`src/rtl/fp_add_arbiter.sv`:
```
// fp_add_arbiter: two-requester round-robin front end for one shared,
// fixed-latency IEEE-754 single-precision adder. One operation is in flight
// at a time: IDLE grants and latches operands, EXEC waits ADDER_LAT cycles,
// RESP holds the result for the owning requester until it is taken.
//
// Optional feature: define FP_ADD_RMODE_CHECK_EN to reject rounding modes
// 101..111. Such operations are still accepted but bypass the adder and
// answer one cycle later with a quiet NaN (32'h7FC00000) and err set.
// With the macro undefined every rounding mode goes to the adder and the
// err flag is always 0.

module fp_add_arbiter #(
    parameter int unsigned ADDER_LAT = 2
) (
    input  logic        clk,
    input  logic        rst,

    input  logic        req0_valid,
    output logic        req0_ready,
    input  logic [31:0] req0_a,
    input  logic [31:0] req0_b,
    input  logic [2:0]  req0_rmode,

    input  logic        req1_valid,
    output logic        req1_ready,
    input  logic [31:0] req1_a,
    input  logic [31:0] req1_b,
    input  logic [2:0]  req1_rmode,

    output logic        resp0_valid,
    input  logic        resp0_ready,
    output logic [31:0] resp0_result,
    output logic [2:0]  resp0_flags,

    output logic        resp1_valid,
    input  logic        resp1_ready,
    output logic [31:0] resp1_result,
    output logic [2:0]  resp1_flags,

    output logic [31:0] add_fp_a,
    output logic [31:0] add_fp_b,
    output logic [2:0]  add_r_mode,
    input  logic [31:0] add_fp_result,
    input  logic        add_overflow,
    input  logic        add_underflow,

    output logic        busy
);

    typedef enum logic [1:0] {
        IDLE = 2'd0,
        EXEC = 2'd1,
        RESP = 2'd2
    } state_t;

    localparam logic [3:0]  LAT_LAST = 4'(ADDER_LAT - 1);
    localparam logic [31:0] QNAN     = 32'h7FC0_0000;

    state_t            state_q, state_d;
    logic [3:0]        cnt_q, cnt_d;
    logic              last_grant_q, last_grant_d;
    logic              owner_q, owner_d;
    logic              illegal_q, illegal_d;
    logic [31:0]       add_a_q, add_a_d;
    logic [31:0]       add_b_q, add_b_d;
    logic [2:0]        add_rm_q, add_rm_d;
    logic [1:0]        resp_valid_q, resp_valid_d;
    logic [1:0][31:0]  resp_result_q, resp_result_d;
    logic [1:0][2:0]   resp_flags_q, resp_flags_d;

    logic              grant_id;
    logic              accept;
    logic [31:0]       sel_a, sel_b;
    logic [2:0]        sel_rmode;
    logic              sel_bad;
    logic              owner_ready;

    // Round-robin grant: on a tie the requester that did not win last time goes.
    always_comb begin
        grant_id  = (req0_valid && req1_valid) ? ~last_grant_q : ~req0_valid;
        accept    = (state_q == IDLE) && (req0_valid || req1_valid);
        sel_a     = grant_id ? req1_a     : req0_a;
        sel_b     = grant_id ? req1_b     : req0_b;
        sel_rmode = grant_id ? req1_rmode : req0_rmode;
    end

`ifdef FP_ADD_RMODE_CHECK_EN
    assign sel_bad = (sel_rmode > 3'd4);
`else
    assign sel_bad = 1'b0;
`endif

    assign req0_ready  = accept && !grant_id;
    assign req1_ready  = accept &&  grant_id;
    assign owner_ready = owner_q ? resp1_ready : resp0_ready;

    // Next-state and datapath-register update for the IDLE/EXEC/RESP sequence.
    always_comb begin
        // NOTE: every _d starts from its _q so no path leaves one unassigned (no latches).
        state_d       = state_q;
        cnt_d         = cnt_q;
        last_grant_d  = last_grant_q;
        owner_d       = owner_q;
        illegal_d     = illegal_q;
        add_a_d       = add_a_q;
        add_b_d       = add_b_q;
        add_rm_d      = add_rm_q;
        resp_valid_d  = resp_valid_q;
        resp_result_d = resp_result_q;
        resp_flags_d  = resp_flags_q;

        case (state_q)
            IDLE: begin
                if (accept) begin
                    last_grant_d = grant_id;
                    owner_d      = grant_id;
                    illegal_d    = sel_bad;
                    cnt_d        = 4'd0;
                    state_d      = EXEC;
                    // A rejected rounding mode never reaches the adder, so its
                    // operands stay as they were.
                    if (!sel_bad) begin
                        add_a_d  = sel_a;
                        add_b_d  = sel_b;
                        add_rm_d = sel_rmode;
                    end
                end
            end

            EXEC: begin
                if (illegal_q) begin
                    resp_result_d[owner_q] = QNAN;
                    resp_flags_d[owner_q]  = 3'b100;
                    resp_valid_d[owner_q]  = 1'b1;
                    state_d                = RESP;
                end else if (cnt_q == LAT_LAST) begin
                    resp_result_d[owner_q] = add_fp_result;
                    resp_flags_d[owner_q]  = {1'b0, add_overflow, add_underflow};
                    resp_valid_d[owner_q]  = 1'b1;
                    state_d                = RESP;
                end else begin
                    cnt_d = cnt_q + 4'd1;
                end
            end

            RESP: begin
                // Back to IDLE on the handshake; the grant logic only looks at
                // IDLE, which guarantees the one-cycle bubble.
                if (resp_valid_q[owner_q] && owner_ready) begin
                    resp_valid_d = 2'b00;
                    state_d      = IDLE;
                end
            end

            default: state_d = IDLE;
        endcase
    end

    // State registers with asynchronous reset; an in-flight operation is dropped.
    always_ff @(posedge clk or posedge rst) begin
        if (rst) begin
            // NOTE: sequential state uses <= so every flop samples pre-edge values.
            state_q       <= IDLE;
            cnt_q         <= 4'd0;
            last_grant_q  <= 1'b1;
            owner_q       <= 1'b0;
            illegal_q     <= 1'b0;
            add_a_q       <= 32'd0;
            add_b_q       <= 32'd0;
            add_rm_q      <= 3'd0;
            resp_valid_q  <= 2'b00;
            resp_result_q <= '0;
            resp_flags_q  <= '0;
        end else begin
            state_q       <= state_d;
            cnt_q         <= cnt_d;
            last_grant_q  <= last_grant_d;
            owner_q       <= owner_d;
            illegal_q     <= illegal_d;
            add_a_q       <= add_a_d;
            add_b_q       <= add_b_d;
            add_rm_q      <= add_rm_d;
            resp_valid_q  <= resp_valid_d;
            resp_result_q <= resp_result_d;
            resp_flags_q  <= resp_flags_d;
        end
    end

    assign add_fp_a     = add_a_q;
    assign add_fp_b     = add_b_q;
    assign add_r_mode   = add_rm_q;
    assign resp0_valid  = resp_valid_q[0];
    assign resp1_valid  = resp_valid_q[1];
    assign resp0_result = resp_result_q[0];
    assign resp1_result = resp_result_q[1];
    assign resp0_flags  = resp_flags_q[0];
    assign resp1_flags  = resp_flags_q[1];
    assign busy         = (state_q != IDLE);

endmodule

```
`config.mk`:
```
export PLATFORM = sky130hd
export DESIGN_NAME = fp_add_arbiter
export DESIGN_NICKNAME = d
export VERILOG_FILES = /design/src/rtl/fp_add_arbiter.sv
export SDC_FILE = /design/constraint.sdc
export NUM_CORES = 1
export LEC_CHECK = 0
export ABC_AREA = 1
export CORE_AREA = 5 5 120 122
export DETAILED_ROUTE_END_ITERATION = 10
export DIE_AREA = 0 0 125 127
export DONT_BUFFER_PORTS = 1
export PLACE_DENSITY = 0.67
export REMOVE_ABC_BUFFERS = 1
export SLEW_MARGIN = 40
export SYNTH_ARGS = -nofsm -noshare
export SYNTH_HDL_FRONTEND = slang
export SYNTH_SLANG_ARGS = --single-unit
```
`constraint.sdc`:
```
create_clock -name clk -period 6.75 [get_ports clk]
set_input_delay 1.35 -clock clk [delete_from_list [all_inputs] [get_ports clk]]
set_output_delay 1.35 -clock clk [all_outputs]
set_load 0.02 [all_outputs]
```
---- Yosys cells after proc, flatten, opt, wreduce, memory -nomap -nowiden ----
Cells that the tools add are included.
operators by class
  add/sub/neg operators ................... 1
  $lt $le $gt $ge ......................... 2
  eq/ne operators ......................... 7
  muxes and demuxes ....................... 26
  bitwise gates (word level) .............. 3
  reduce and logical (&&, ||, !) cells .... 17
operators with widths
  kind                   count
  $mux W32               3
  $bwmux W64             1
  $mux W64               1
  $demux W32 S1          1
  $reduce_and A3 Y1      3
  $mux W2                4
  $mux W4                2
  $ne A2 B2 Y1 const B   4
  $pmux W4 S2            1
  $bwmux W6              1
  $logic_and A1 B1 Y1    6
  $mux W3                2
  $mux W6                1
  $pmux W2 S3            1
  $reduce_bool A2 Y1     3
  $mux W1                5
  $add A4 B1 Y4 const B  1
  $eq A4 B1 Y1 const B   1
  $pmux W2 S2            1
  $reduce_and A2 Y1      2
  $demux W3 S1           1
  $eq A2 B1 Y1 const B   1
  $eq A2 B2 Y1 const B   1
  $logic_not A2 Y1       1
  other kinds (7)        8
storage, ports and cells
  register bits ........................... 147
  bits of input ports ..................... 174
  output and inout port bits .............. 142
  word-level logic and storage cells ...... 68

---- Depth between registers and ports, before layout ----
Gate-level depths: netlist of the first run.
  depth after elaboration ................. 7
  gate-level depth with buffers ........... 9
  depth with buffers taken out ............ 7

---- Worst setup path after synthesis of the first run ----
Ideal clock, no wire load.
  kind .................................... input-to-output
  start ................................... input port req1_valid
  end ..................................... output port req0_ready
  data arrival time ....................... 1.999 ns
  data required time ...................... 5.400 ns
  setup slack ............................. 3.401 ns
  cell stages on the path ................. 4
  buffers on the path ..................... 1
  path through ............................ nand2_1 > nand2_1 > nor2_2 > clkbuf_1
between the ends
  longest elaborated chain between the ends .. 4
  elaborated cells between the ends (all ways) .. 6
  classes of those cells .................. mux (1); reduce/logical (5)
RTL lines
  item                     RTL line  text
  start, declared          24        input logic req1_valid,
  $logic_and A1 B1 Y1      80        grant_id = (req0_valid && req1_valid) ? ~last_grant_q : ~req0_valid;
  $mux W1                  80
  $logic_not A1 Y1         93        assign req0_ready = accept && !grant_id;
  $logic_and A1 B1 Y1 (*)  93
  end, declared            19        output logic req0_ready,
Mark *: on every way between the ends. The rest lies on a longest branch, timed or not.

---- Final worst setup path of the first run ----
  start ................................... input port req0_valid
  end ..................................... output port req1_ready
between the ends
  longest elaborated chain between the ends .. 3
  elaborated cells between the ends (all ways) .. 6
  classes of those cells .................. mux (1); bitwise (1); reduce/logical (4)
RTL lines
  item                                                   RTL line  text
  start, declared                                        18        input logic req0_valid,
  $logic_and A1 B1 Y1, or another cell as far along      80
  $mux W1 / $logic_and A1 B1 Y1 (equally long branches)  80, 81
  $logic_and A1 B1 Y1 (*)                                94        assign req1_ready = accept && grant_id;
  end, declared                                          25        output logic req1_ready,
Marks and branches as above.

==> impl_metrics.json, run 1 <==
{
  "final_nets": 844,
  "synth_area_sq_um": 5940,
  "grt_pass1_vias": 4642,
  "antenna_found_initial": 0,
  "peakVddDrop_v": 0.000276,
  "syn2layout_area_growth_pct": 13.1,
  "syn_avg_cell_area_sq_um": 8.72,
  "async_reset_ff_share_pct": 100,
  "viasPerCell": 5.30,
  "final_layout_size_suffix_gt1_share_pct": 7.05,
  "post-route-period-util_pct": 54.0,
  "powerDensity_nw_per_um2": 612,
  "grt_first_pass_wirelength_mm": 25.2,
  "syn_inst": 681,
  "p_leak_nw": 3.35,
  "wire_per_inst_um": 19.0,
  "crit_start": "req0_valid",
  "ys_ff_latch": 145,
  "reg2reg_to": "add_fp_a[3]",
  "grt_start_max_net_pins": 91,
  "min_period_ns": 3.64,
  "post_cts_resized": 0,
  "endpoint": "req1_ready",
  "clockBufferDepth": 2,
  "die_area_sq_um": 15900,
  "antenna_cells": 0,
  "grt_overflow": 0,
  "yosysMostFrequentCell": "nand2_1",
  "hold_viol": 0,
  "place_congestion": 0.922,
  "tritoncts": "yes",
  "hpwl_mm": 11.9,
  "synth_area_leaders": "dfrtp_1, nand2_1, nand3_1, o21ai_0, inv_1",
  "yosys.area.top_type": "dfrtp_1",
  "slew_headroom_pct": 51.7,
  "cp-start-kind": "input pin",
  "setup_violations": 0,
  "path_clk_slew_ns": 0.06,
  "cts.sink_count": 145,
  "drt-pass1-iter-count": 5,
  "drc": 0,
  "rr_worst_depth": 8,
  "post_cts_buffers": 0,
  "finalWirelength_mm": 16.3,
  "crit_type": "input pin to output port",
  "outcome": "completed",
  "crit_fanout": 68,
  "yosys-top-cells-count": "nand2_1, dfrtp_1, nand3_1",
  "required_ns": 5.40,
  "rows": 42,
  "hold_buffers": 0,
  "track_usage_pct": 20.1,
  "dp_cells": 825,
  "fmax_mhz": 275,
  "tns_ns": 0,
  "ys.flop_type": "dfrtp_1",
  "via_count": 4545,
  "clock_skew_ns": 0.0169,
  "worstPathArrival_ns": 2.29,
  "critical_path.endpoint_type": "output port",
  "die_w_um": 125,
  "port_buffers": 0,
  "die_h_um": 127,
  "synth_cell_types": 19,
  "r2r-start": "state_q[1]",
  "hp-class": "flip-flop to flip-flop",
  "cts_buffers": 17,
  "synth_edf_count": 0,
  "core_sq_um": 13100,
  "drtIter0Drc": 369,
  "drtAntennaViolNets": 0,
  "ys_seq_area_share_pct": 61.1,
  "start_util_pct": 45.4,
  "worst_pin_slew_ns": 0.725,
  "num_io_pins": 316,
  "rsz0062_at_grt": "false",
  "yosysTopAreaCellShare_pct": 60.7,
  "root_buffer": "clkbuf_16",
  "slew_viol_final": 0,
  "clock_latency_ns": 0.42,
  "ys_warn_count": 0,
  "htree_levels": 4,
  "maxCapViolCount": 0,
  "fin_cells": 857,
  "r2r_slack_ns": 4.83
}
-- cell families after synthesis --
| kind of cell | Yosys count | share of synthesized area, % |
|---|---|---|
| flops | 145 | 61.1 |
| simple gates | 374 | 25.8 |
| other cells | 1 | 0.0632 |
| buf+inv | 83 | 6.09 |
| xor+xnor | 2 | 0.295 |
| fa+ha+maj | 2 | 0.421 |
| compound gates | 74 | 6.24 |
-- power by group --
part / switching, mW / internal [mW] / total, mW
registers: 0.871 / 1.31 / 2.18
clock network: 0.359 / 0.715 / 1.07
logic: 0.558 / 0.302 / 0.860
total: 1.79 / 2.32 / 4.11
-- state kept, by name (all words and copies together) (netlist names), 3 cells and up --
name / count
cnt_q: 4
add_fp_a: 32
add_fp_b: 32
resp0_result: 32
add_r_mode: 3
resp1_result: 32
-- layout by cell type (no fill, tap or decap) --
cell / count
clkinvlp_4: 3
clkbuf_8: 2
dfrtp_1: 144
nor2_1: 5
inv_2: 5
ha_1: 2
dfstp_2: 1
inv_6: 1
buf_4: 4
o21ai_1: 8
nor2_2: 1
nand2_2: 1
o21ai_0: 66
clkbuf_1: 1
inv_8: 1
clkbuf_16: 17
nor2_4: 2
nand2_1: 285
conb_1: 2
bufinv_16: 6
xor2_1: 2
inv_1: 40
nand3_1: 78
nand3_4: 2
clkinv_4: 2
-- area by class of cell --
| class | count | area (sq um) |
|---|---|---|
| clock buffer | 20 | 457 |
| sequential | 145 | 3630 |
| clock inverter | 12 | 229 |
| tap | 176 | 220 |
| fill | 1211 | 6370 |
| multi-input combinational | 454 | 1970 |
| timing repair buffer | 4 | 30.0 |
| inverter | 46 | 180 |
-- per-stage QoR --
step | util [%] | total power, mW | worst slack [ns] | hold WS [ns] | cell area (sq um)
2_1_floorplan | - | 2.72 | 1.51 | 0.472 | 5750
5_1_grt | 51.3 | 4.38 | 3.03 | 0.540 | 6720
6_report | 51.3 | 4.11 | 3.11 | 0.525 | 6720
3_3_place_gp | 45.9 | 2.99 | 3.18 | 0.494 | 6010
3_5_place_dp | 46.1 | 3.06 | 3.13 | 0.516 | 6030
4_1_cts | 51.3 | 4.15 | 3.13 | 0.525 | 6710
-- worst max-delay path: stages --
cell	delay, ns
nor2_1	0.05
nor2_4	0.15
nand2_1	0.12
inv_2	0.05
buf_4	0.55
-- metal layers --
metal	up-vias	wire [um]	global-route usage, %
met5	-	0	0
met4	0	342	7.97
met3	24	2150	10.1
met2	269	7990	32.5
met1	2137	5780	23.0
li1	2115	-	-
-- worst min-delay path by stage --
stage,start,to,slack (ns),cells after the start
CTS,last_grant_q,last_grant_q,0.52,2
detailed placement,last_grant_q,last_grant_q,0.52,2
global route,last_grant_q,last_grant_q,0.54,2
global placement,last_grant_q,last_grant_q,0.49,2
floorplan,last_grant_q,last_grant_q,0.47,2
finish,last_grant_q,last_grant_q,0.52,2
Power figures use the tool's default switching activity.
==> run 2: changes to the inputs <==
Clock period 6.75 ns to 3.8 ns, I/O delays scaled along.
==> impl_metrics.json, run 2 (same netlist as run 1, synthesis figures left out) <==
{
  "p_comb_share_pct": 21.2,
  "setup_violations": 0,
  "cts.sink_count": 145,
  "rsz0062_at_grt": "false",
  "crit_fanout": 4,
  "cpMostUsedCell": "inv_2",
  "post-route-period-util_pct": 58.5,
  "final_nets": 847,
  "hp-class": "input pin to asynchronous set/reset pin",
  "die_area_sq_um": 15900,
  "viasPerCell": 5.44,
  "finalWirelength_mm": 16.8,
  "r2r_slack_ns": 1.81,
  "syn2layout_area_growth_pct": 12.5,
  "grt_first_pass_wirelength_mm": 26.1,
  "worstPathArrival_ns": 1.46,
  "cpPeakStageDelay_ns": 0.38,
  "reg2reg_to": "add_fp_a[3]",
  "port_buffers": 0,
  "drc": 0,
  "layout_common_cells": "nand2_1, dfrtp_1, nand3_1, o21ai_0, inv_1",
  "critical_path.endpoint_type": "output port",
  "track_usage_pct": 20.8,
  "die_h_um": 127,
  "final_common_cell": "nand2_1",
  "rr_worst_depth": 7,
  "outcome": "completed",
  "dp_cells": 828,
  "antenna_cells": 0,
  "rows": 42,
  "post_cts_resized": 0,
  "cp-start-kind": "flip-flop",
  "p_leak_nw": 3.34,
  "clock_latency_ns": 0.41,
  "cp_slowest_cell": "dfrtp_1",
  "intPower_mw": 4.04,
  "peakVddDrop_v": 0.000487,
  "htree_levels": 4,
  "drtAntennaViolNets": 0,
  "die_w_um": 125,
  "hold_viol": 0,
  "tns_ns": 0,
  "grt_pass1_vias": 4757,
  "tritoncts": "yes",
  "via_count": 4672,
  "r2r-start": "last_grant_q",
  "min_period_ns": 2.22,
  "powerDensity_nw_per_um2": 1080,
  "start_util_pct": 45.4,
  "hold_buffers": 0,
  "place_congestion": 0.933,
  "crit_start": "state_q[0]",
  "grt_start_max_net_pins": 114,
  "endpoint": "req1_ready",
  "final_layout_size_suffix_gt1_share_pct": 7.03,
  "core_sq_um": 13100,
  "path_clk_slew_ns": 0.06,
  "maxCapViolCount": 0,
  "grt_overflow": 0,
  "slew_viol_final": 0,
  "cp.buffers_inverters": 2,
  "cts_buffers": 17,
  "wire_per_inst_um": 19.5,
  "worst_pin_slew_ns": 0.675,
  "num_io_pins": 316,
  "switchingPower_mw": 3.16,
  "swShare_pct": 43.9,
  "slew_headroom_pct": 55.0,
  "fmax_mhz": 450,
  "hpwl_mm": 12.4,
  "root_buffer": "clkbuf_16",
  "post_cts_buffers": 0,
  "power_frac_clock_pct": 24.9,
  "required_ns": 3.04,
  "clockBufferDepth": 2,
  "fin_cells": 859,
  "clock_skew_ns": 0.00575,
  "drt-pass1-iter-count": 5,
  "crit_type": "flip-flop to output port",
  "drtIter0Drc": 381,
  "antenna_found_initial": 0,
  "critPathTopFamily": "simple AND/OR/NAND/NOR gates",
  "cp.depth": 5,
  "utilization_pct": 51.0,
  "cp_cell_sequence": "inv_2 -> nand2_2 -> nor2_4 -> nand2_1 -> inv_2",
  "seq_power_share_pct": 53.9
}
==> run 2: cell count changes in the layout (fill, tap and decap cells not counted), sizes merged <==
cell	change
clkbuf	+1
clkinvlp	-1
clkinv	+2
buf	+3
bufinv	-1
inv	-2
==> run 2: area by class of cell <==
class / count / area [sq um]
inverters: 46 / 188
clock buffers: 21 / 450
clock inverters: 10 / 184
repair buffers: 7 / 52.6
flip-flops and latches: 145 / 3630
multi-input cells: 454 / 1950
well taps: 176 / 220
fillers: 1214 / 6410
==> run 2: routing by layer <==
metal | part of all wire [%] | track usage (%) | up-vias
li1 | - | - | 2120
met1 | 35 | 22.7 | 2239
met2 | 50 | 34.8 | 282
met3 | 12 | 10.1 | 31
met4 | 2.9 | 8.67 | 0
met5 | 0 | 0 | -
==> run 2: worst reg2reg max path: cells and delay by family, from the launching register on <==
| family | cells | cell delay (ns) |
|---|---|---|
| buf+inv | 2 | 0.65 |
| simple gates | 5 | 0.77 |
| flops | 1 | 0.51 |
==> run 2: per-stage QoR <==
stage / hold slack (ns) / setup WS (ns) / total power, mW / area, sq um
after floorplan: 0.472 / -0.853 / 4.84 / 5750
after global placement: 0.496 / 1.55 / 5.33 / 6030
after detailed placement: 0.501 / 1.58 / 5.45 / 6040
after CTS: 0.367 / 1.53 / 7.27 / 6670
after global routing: 0.308 / 1.47 / 7.67 / 6680
final: 0.253 / 1.58 / 7.20 / 6680
==> run 2: power by group through the flow <==
stage | clock network (mW) | registers (mW) | logic [mW]
2_1_floorplan | 0 | 3.64 | 1.20
3_3_place_gp | 0 | 3.88 | 1.44
3_5_place_dp | 0 | 3.89 | 1.56
4_1_cts | 1.83 | 3.89 | 1.55
5_1_grt | 1.90 | 3.97 | 1.79
6_report | 1.79 | 3.88 | 1.53
==> run 2: worst min-delay path by stage <==
| stage | cells past startpoint | to |
|---|---|---|
| final | 1 | add_fp_b[5] |
| after global routing | 1 | resp1_result[19] |
| after CTS | 1 | add_fp_b[5] |
| after detailed placement | 2 | last_grant_q |
| after global placement | 2 | last_grant_q |
| after floorplan | 2 | last_grant_q |
==> run 3: changes to the inputs <==
Clock period 3.8 ns to 2.3 ns, I/O delays scaled along.
==> impl_metrics.json, run 3 (same netlist as run 1, synthesis figures left out) <==
{
  "place_congestion": 0.955,
  "crit_start": "state_q[1]",
  "fmax_mhz": 475,
  "final_layout_size_suffix_gt1_share_pct": 7.86,
  "hold_ws_ns": 0.168,
  "syn2layout_area_growth_pct": 13.0,
  "viasPerCell": 5.38,
  "min_period_ns": 2.10,
  "drtAntennaViolNets": 0,
  "critical_path.endpoint_type": "output port",
  "dpl_cell_area_sq_um": 6110,
  "start_util_pct": 45.4,
  "clock_skew_ns": 0.0104,
  "wire_per_inst_um": 19.2,
  "utilization_pct": 51.3,
  "slew_viol_final": 0,
  "grt_start_max_net_pins": 69,
  "rsz0062_at_grt": "false",
  "rows": 42,
  "post_cts_resized": 0,
  "crit_type": "flip-flop to output port",
  "tritoncts": "yes",
  "antenna_found_initial": 0,
  "maxCapViolCount": 0,
  "required_ns": 1.84,
  "hp-start": "req1_b[15]",
  "setup_violations": 0,
  "finalWirelength_mm": 16.5,
  "grt_overflow": 0,
  "grt_pass1_vias": 4783,
  "hp-class": "input pin to flip-flop",
  "post-route-period-util_pct": 91.5,
  "clockBufferDepth": 2,
  "cts_buffers": 17,
  "final_common_cell": "nand2_1",
  "hold_buffers": 1,
  "num_io_pins": 316,
  "hpwl_mm": 12.4,
  "cp-start-kind": "flip-flop",
  "peakVddDrop_v": 0.000922,
  "p_leak_nw": 3.35,
  "layout_common_cells": "nand2_1, dfrtp_1, nand3_1, o21ai_0, inv_1",
  "htree_levels": 4,
  "crit_fanout": 22,
  "grt_first_pass_wirelength_mm": 25.9,
  "worst_pin_slew_ns": 0.668,
  "post_cts_buffers": 0,
  "finalInstanceArea_sq_um": 6710,
  "track_usage_pct": 20.5,
  "root_buffer": "clkbuf_16",
  "port_buffers": 0,
  "slew_headroom_pct": 55.5,
  "drtIter0Drc": 336,
  "r2r_slack_ns": 0.47,
  "via_count": 4647,
  "r2r-start": "state_q[1]",
  "hold_viol": 0,
  "drt-pass1-iter-count": 5,
  "outcome": "completed",
  "worstPathArrival_ns": 1.64,
  "die_area_sq_um": 15900,
  "clock_latency_ns": 0.41,
  "cts.sink_count": 145,
  "drc": 0,
  "die_h_um": 127,
  "die_w_um": 125,
  "final_nets": 850,
  "powerDensity_nw_per_um2": 1740,
  "core_sq_um": 13100,
  "path_clk_slew_ns": 0.06,
  "antenna_cells": 0
}
==> run 3: cell type report <==
| cell class | count | area [sq um] |
|---|---|---|
| clock inverter | 13 | 136 |
| tap | 176 | 220 |
| sequential | 145 | 3630 |
| multi-input combinational | 454 | 1950 |
| clock buffer | 19 | 453 |
| fill | 1246 | 6370 |
| inverter | 46 | 178 |
| timing repair buffer | 10 | 140 |
==> run 3: final timing paths <==
path | end | depth (start not counted)
setup / recovery | req1_ready | 5
hold reg to reg | last_grant_q | 2
min in group asynchronous | resp0_result[19] | 2
max in group asynchronous | resp0_result[22] | 3
setup reg to reg | add_fp_b[7] | 8
hold / removal | add_fp_b[15] | 2
==> run 3: power by group <==
part	total, mW	switching [mW]	internal, mW
Clock	2.71	1.06	1.65
Combinational	2.59	1.64	0.945
Sequential	6.40	2.57	3.83
Total	11.7	5.27	6.43
==> run 3: through the flow <==
stage | setup slack [ns] | total power, mW | cells | TNS (ns)
after floorplan | -2.05 | 8.00 | 645 | -297.61
after global placement | 0.561 | 8.85 | 830 | 0
after detailed placement | 0.508 | 9.03 | 830 | 0
after CTS | 0.170 | 11.8 | 863 | 0
after global routing | 0.0638 | 12.5 | 863 | 0
final | 0.196 | 11.7 | 863 | 0
==> run 3: per-layer routing <==
metal / vias up / global-route usage, % / share of wire, %
met4: 0 / 9.57 / 3.4
li1: 2134 / - / -
met2: 282 / 32.7 / 48
met1: 2191 / 24.1 / 36
met5: - / 0 / 0
met3: 40 / 9.14 / 13
==> run 3: worst max-delay path, cell delays in order, from the launching register on <==
cell     delay [ns]
dfrtp_1        0.41
inv_2          0.06
nand2_2        0.14
nor2_4         0.15
nand2_1        0.10
inv_2          0.35
